### config.mk
export PLATFORM = sky130hd
export DESIGN_NAME = if_fetch
export DESIGN_NICKNAME = d
export VERILOG_FILES = /design/src/rtl/if_fetch.sv
export SDC_FILE = /design/constraint.sdc
export NUM_CORES = 1
export LEC_CHECK = 0
export CORE_MARGIN = 2
export CORE_UTILIZATION = 52
export CTS_CLUSTER_DIAMETER = 40
export CTS_CLUSTER_SIZE = 10
export DETAILED_ROUTE_END_ITERATION = 8
export PLACE_DENSITY_LB_ADDON = 0.08
export RECOVER_POWER = 25
export SETUP_SLACK_MARGIN = 0.2
export SLEW_MARGIN = 40
export SYNTH_ARGS = -nofsm -noshare
export SYNTH_HDL_FRONTEND = slang
export SYNTH_SLANG_ARGS = --single-unit
### constraint.sdc
create_clock -name clk -period 11.9 [get_ports clk]
set_input_delay 2.38 -clock clk [delete_from_list [all_inputs] [get_ports clk]]
set_output_delay 2.38 -clock clk [all_outputs]
set_load 0.02 [all_outputs]
### src/rtl/if_fetch.sv
// ---------------------------------------------------------------------------
// if_fetch -- instruction fetch unit in front of the decode stage.
//
// Holds the fetch PC and issues in-order word fetches to instruction memory
// over a request/grant + response-valid interface. Returned words go into a
// small FIFO. The head of the FIFO is presented to decode with a valid/ready
// handshake. A jump from execute reloads the PC, empties the FIFO and marks
// every fetch still in flight to be dropped when its response comes back.
//
// Ports
//   clk, rst        clock; synchronous active-high reset
//   jump_en_i       redirect request from execute (priority over all else)
//   jump_addr_i     redirect target, word aligned
//   imem_req_o      fetch request (held with a stable address until granted)
//   imem_addr_o     fetch address (the current PC)
//   imem_gnt_i      request accepted this cycle
//   imem_rvalid_i   in-order response valid
//   imem_rdata_i    response instruction word
//   inst_valid_o    FIFO head valid
//   inst_o          head instruction, NOP (32'h13) when empty
//   inst_addr_o     head instruction address, 0 when empty
//   inst_ready_i    decode accepts the head
// ---------------------------------------------------------------------------
module if_fetch #(
  parameter logic [31:0] RESET_PC = 32'h8000_0000,
  parameter int          DEPTH    = 2
) (
  input  logic        clk,
  input  logic        rst,
  input  logic        jump_en_i,
  input  logic [31:0] jump_addr_i,
  output logic        imem_req_o,
  output logic [31:0] imem_addr_o,
  input  logic        imem_gnt_i,
  input  logic        imem_rvalid_i,
  input  logic [31:0] imem_rdata_i,
  output logic        inst_valid_o,
  output logic [31:0] inst_o,
  output logic [31:0] inst_addr_o,
  input  logic        inst_ready_i
);

  localparam int          AW  = $clog2(DEPTH);
  localparam int          CW  = $clog2(DEPTH + 1);
  localparam logic [31:0] NOP = 32'h0000_0013;

  logic [31:0]   pc_q, pc_d;
  logic [31:0]   rsp_pc_q, rsp_pc_d;
  logic [CW-1:0] inflight_q, inflight_d;
  logic [CW-1:0] discard_q, discard_d;
  logic [CW-1:0] occ_q, occ_d;
  logic [AW-1:0] rd_ptr_q, rd_ptr_d;
  logic [AW-1:0] wr_ptr_q, wr_ptr_d;
  logic [31:0]   word_q [DEPTH];
  logic [31:0]   addr_q [DEPTH];

  logic          pop;
  logic          grant;
  logic          push;
  logic          drop;
  logic [CW:0]   budget_used;

  assign inst_valid_o = (occ_q != '0);
  assign inst_o       = inst_valid_o ? word_q[rd_ptr_q] : NOP;
  assign inst_addr_o  = inst_valid_o ? addr_q[rd_ptr_q] : 32'h0;
  assign pop          = inst_valid_o & inst_ready_i;

  // Every outstanding fetch (discarded ones included) plus every buffered
  // word reserves one FIFO slot. A pop this cycle frees a slot early, which
  // is what allows one instruction per cycle with DEPTH = 2.
  assign budget_used = {1'b0, inflight_q} + {1'b0, occ_q} - {{CW{1'b0}}, pop};
  assign imem_req_o  = !rst && !jump_en_i && (budget_used < (CW+1)'(DEPTH));
  assign imem_addr_o = pc_q;

  assign grant = imem_req_o & imem_gnt_i;
  assign drop  = (discard_q != '0);
  // Responses in a jump cycle are always dropped, stale or not.
  assign push  = imem_rvalid_i & !drop & !jump_en_i;

  always_comb begin
    pc_d       = pc_q;
    rsp_pc_d   = rsp_pc_q;
    inflight_d = inflight_q;
    discard_d  = discard_q;
    occ_d      = occ_q;
    rd_ptr_d   = rd_ptr_q;
    wr_ptr_d   = wr_ptr_q;

    if (jump_en_i) begin
      pc_d       = jump_addr_i;
      rsp_pc_d   = jump_addr_i;
      occ_d      = '0;
      rd_ptr_d   = wr_ptr_q;
      // Everything still outstanding after this cycle belongs to the old path.
      inflight_d = inflight_q - CW'(imem_rvalid_i);
      discard_d  = inflight_q - CW'(imem_rvalid_i);
    end else begin
      if (grant) begin
        pc_d = pc_q + 32'd4;
      end
      inflight_d = inflight_q + CW'(grant) - CW'(imem_rvalid_i);
      if (imem_rvalid_i && drop) begin
        discard_d = discard_q - CW'(1);
      end
      if (push) begin
        rsp_pc_d = rsp_pc_q + 32'd4;
        wr_ptr_d = wr_ptr_q + AW'(1);
      end
      if (pop) begin
        rd_ptr_d = rd_ptr_q + AW'(1);
      end
      occ_d = occ_q + CW'(push) - CW'(pop);
    end
  end

  always_ff @(posedge clk) begin
    if (rst) begin
      pc_q       <= RESET_PC;
      rsp_pc_q   <= RESET_PC;
      inflight_q <= '0;
      discard_q  <= '0;
      occ_q      <= '0;
      rd_ptr_q   <= '0;
      wr_ptr_q   <= '0;
    end else begin
      pc_q       <= pc_d;
      rsp_pc_q   <= rsp_pc_d;
      inflight_q <= inflight_d;
      discard_q  <= discard_d;
      occ_q      <= occ_d;
      rd_ptr_q   <= rd_ptr_d;
      wr_ptr_q   <= wr_ptr_d;
    end
  end

  // Buffer storage needs no reset: occ_q gates every read.
  always_ff @(posedge clk) begin
    if (!rst && push) begin
      word_q[wr_ptr_q] <= imem_rdata_i;
      addr_q[wr_ptr_q] <= rsp_pc_q;
    end
  end

endmodule

==> results.cfg <==
[setup_path]
critical_path_cell_sequence = clkdlybuf4s50_1 > nand2_1 > nor2_1 > o21ai_0 > fa_1 > xor2_1 > and3_1 > clkdlybuf4s50_1
worst_path_max_stage_delay_ns = 0.62
critical_path_peak_fanout = 7
cp_data_required_time_ns = 9.52
crit_slowest_cell = clkdlybuf4s50_1
cp.arrival_ns = 4.98
setup.worst_path.start_class = input port
path_class = in -> out
critical_path_buf_inv_count = 2
critical-path-top-delay-family = buffers and inverters
worst-path-stages = 8
cp_common_cell = clkdlybuf4s50_1
r2r.worst_path.cells = 16
worst_setup_path_end_kind = output port

[floorplan]
floorplan.die.width_um = 134
top_level_ports = 168
core_region_area_um2 = 16500
std_cell_rows = 47
initial_core_util_pct = 53.0
die_y_um = 134
fp.dieArea_um2 = 17800

[cts]
post_cts_resize_count = 0
clock_tree_from_tritoncts = done
cts_max_path_buffers = 3
cts-htree-levels = 1
cts_sinks = 201
cts_inserted_buffers = 27
clock_insertion_delay_worst_skew_ns = 0.51
cts_setup_buffers = 0
clock_tree.root_cell = clkbuf_16
clk_transition_reported_paths_ns = 0.05
ctsHoldBuffers = 0

[global_route]
global_route.usage.total_pct = 22.1
antenna_found_initial = 0
overflow = 0
grt_max_degree = 65
first_global_vias = 6299
wire_length_of_the_first_global_routing_pass_um = 32100

[drt]
top_layer_used = met4
initialDrtViolationCount = 475
route.layer.met1.wl_um = 8900
routed-via-count = 6396
total_length_of_routed_met3_wires_um = 1470
vias_per_cell = 5.56
antenna_violating_nets_left = 0
drtPass1Iterations = 4
routed_wire_length_on_met2_um = 9240
drt_drc_violations_left = 0
totalWireLength_um = 20100
wl_per_cell_um = 17.4

[final_layout]
syn2layout_area_growth_pct = 31.0
layout.cells.most_common_list = 143 x clkdlybuf4s50_1, 128 x edfxtp_1, 87 x nor2_1
drive_gt1_share_pct = 6.23
diodes = 0
fin_nets = 990
layout.cells.most_common = clkdlybuf4s50_1

[yosys]
synth.yosys.warnings = 0
synth-edff-count = 128
synth_sequential_area_ratio_pct = 60.8
synth.largest_area_cell = edfxtp_1
post_synth_instance_area_um2 = 8720
synth-main-ff-cell = edfxtp_1
yosys.area.top_type_share_pct = 44.1
synth_cells = 747
postSynth.asyncResetShare_pct = 0
cell_variety_after_synth = 49
synthesis.area_per_instance_um2 = 11.7
synth.net_count = 826
netlist_top_cells_area = edfxtp_1 44%, dfxtp_1 17%, mux2i_1 7.6%
synth.ff_latch_count = 201

[placement]
place.detailed.hpwl_um = 13200
routabilityCongestion = 0.945
numPortBuffers = 167

[pwr]
power.density_nw_per_um2 = 150
p_total_mw = 1.72
max_ir_drop_vdd_uv = 108
power.static_leakage_nw = 3.91

[timing]
maxSlewHeadroom_pct = 46.6
worst_clk_skew_ns = 0.0157
whs_ns = 0.461
finalSetupViolCount = 0
tightestPinTransition_ns = 0.794
fin_setup_tns_ns = 0
final-max-slew-violation-count = 0
final-hold-violation-count = 0
period_minus_slack_ns = 7.36
rsz_0062_raised_after_global_routing = no
crit_share_post_route_pct = 61.9
max_freq_ghz = 0.136

[run]
max-cap-violations = 0

[min_path]
timing.hold.worst.class = reg -> reg
timing.hold.worst_path_depth = 0

[run_status]
run_status = completed
final timing paths:
kind                                   start       endpoint  slack (ns)
worst min register to register   rsp_pc_q[1]   addr_q[0][1]        0.46
worst max-delay path            inst_ready_i     imem_req_o        4.54
worst min-delay path             rsp_pc_q[1]   addr_q[0][1]        0.46
worst max register to register      occ_q[1]  inflight_q[1]        7.44
kinds of logic after synthesis:
logic type	after synthesis	synth area share, %
compound gates	107	8.06
mux	66	7.57
flops	201	60.8
simple gates	242	13.8
xor+xnor	53	5.32
fa+ha+maj	9	1.38
buf+inv	69	3.06
synth_stat cells, types with 2 or more instances:
master,n
a211oi_1,10
a21boi_0,26
a21o_1,2
a21oi_1,31
a31oi_1,12
and2_1,4
and3_1,15
and4_1,9
buf_1,2
clkbuf_1,35
dfxtp_1,73
edfxtp_1,128
ha_1,8
inv_1,30
mux2i_1,66
nand2_1,40
nand3_1,25
nand4_1,28
nor2_1,88
nor3_1,8
nor4_1,9
nor4bb_1,2
o211ai_1,7
o21a_1,4
o21ai_0,5
o22ai_1,3
or2_2,2
or3_1,3
xnor2_1,28
xor2_1,25
through the flow:
stage / instance area, um2 / util, % / instances / worst slack (ns)
3_5_place_dp: 10600 / 64.3 / 1102 / 4.60
4_1_cts: 11400 / 69.4 / 1151 / 4.56
6_report: 11400 / 69.4 / 1151 / 4.54
2_1_floorplan: 8720 / - / 747 / 1.79
3_3_place_gp: 10600 / 64.2 / 1102 / 4.58
5_1_grt: 11400 / 69.4 / 1151 / 4.43
state kept, by name (all words and copies together), names as in the netlist, named ones only:
register / cells
addr_q: 64
word_q: 64
imem_addr_o: 32
rsp_pc_q: 32
discard_q: 2
inflight_q: 2
occ_q: 2
rd_ptr_q: 1
wr_ptr_q: 1
per-layer routing:
layer	GRT usage, %	vias up
met5	0	-
met4	6.97	0
met3	3.42	35
met2	36.0	272
met1	30.9	3035
li1	-	3054
report_power, final:
group          leakage, nW  internal (mW)  switching (mW)
logic                 1.73         0.0871          0.0974
registers             1.77          0.771          0.0298
clock network        0.411          0.457           0.276
total                 3.91           1.32           0.403
layout make-up:
class | instances | area, um2
Fill cell | 1202 | 5040
Clock inverter | 6 | 37.5
Timing Repair Buffer | 173 | 1720
Inverter | 31 | 116
Tap cell | 220 | 275
Clock buffer | 43 | 797
Sequential cell | 201 | 5310
Multi-Input combinational cell | 477 | 3180
No activity file was read; power rests on OpenSTA's default activity.
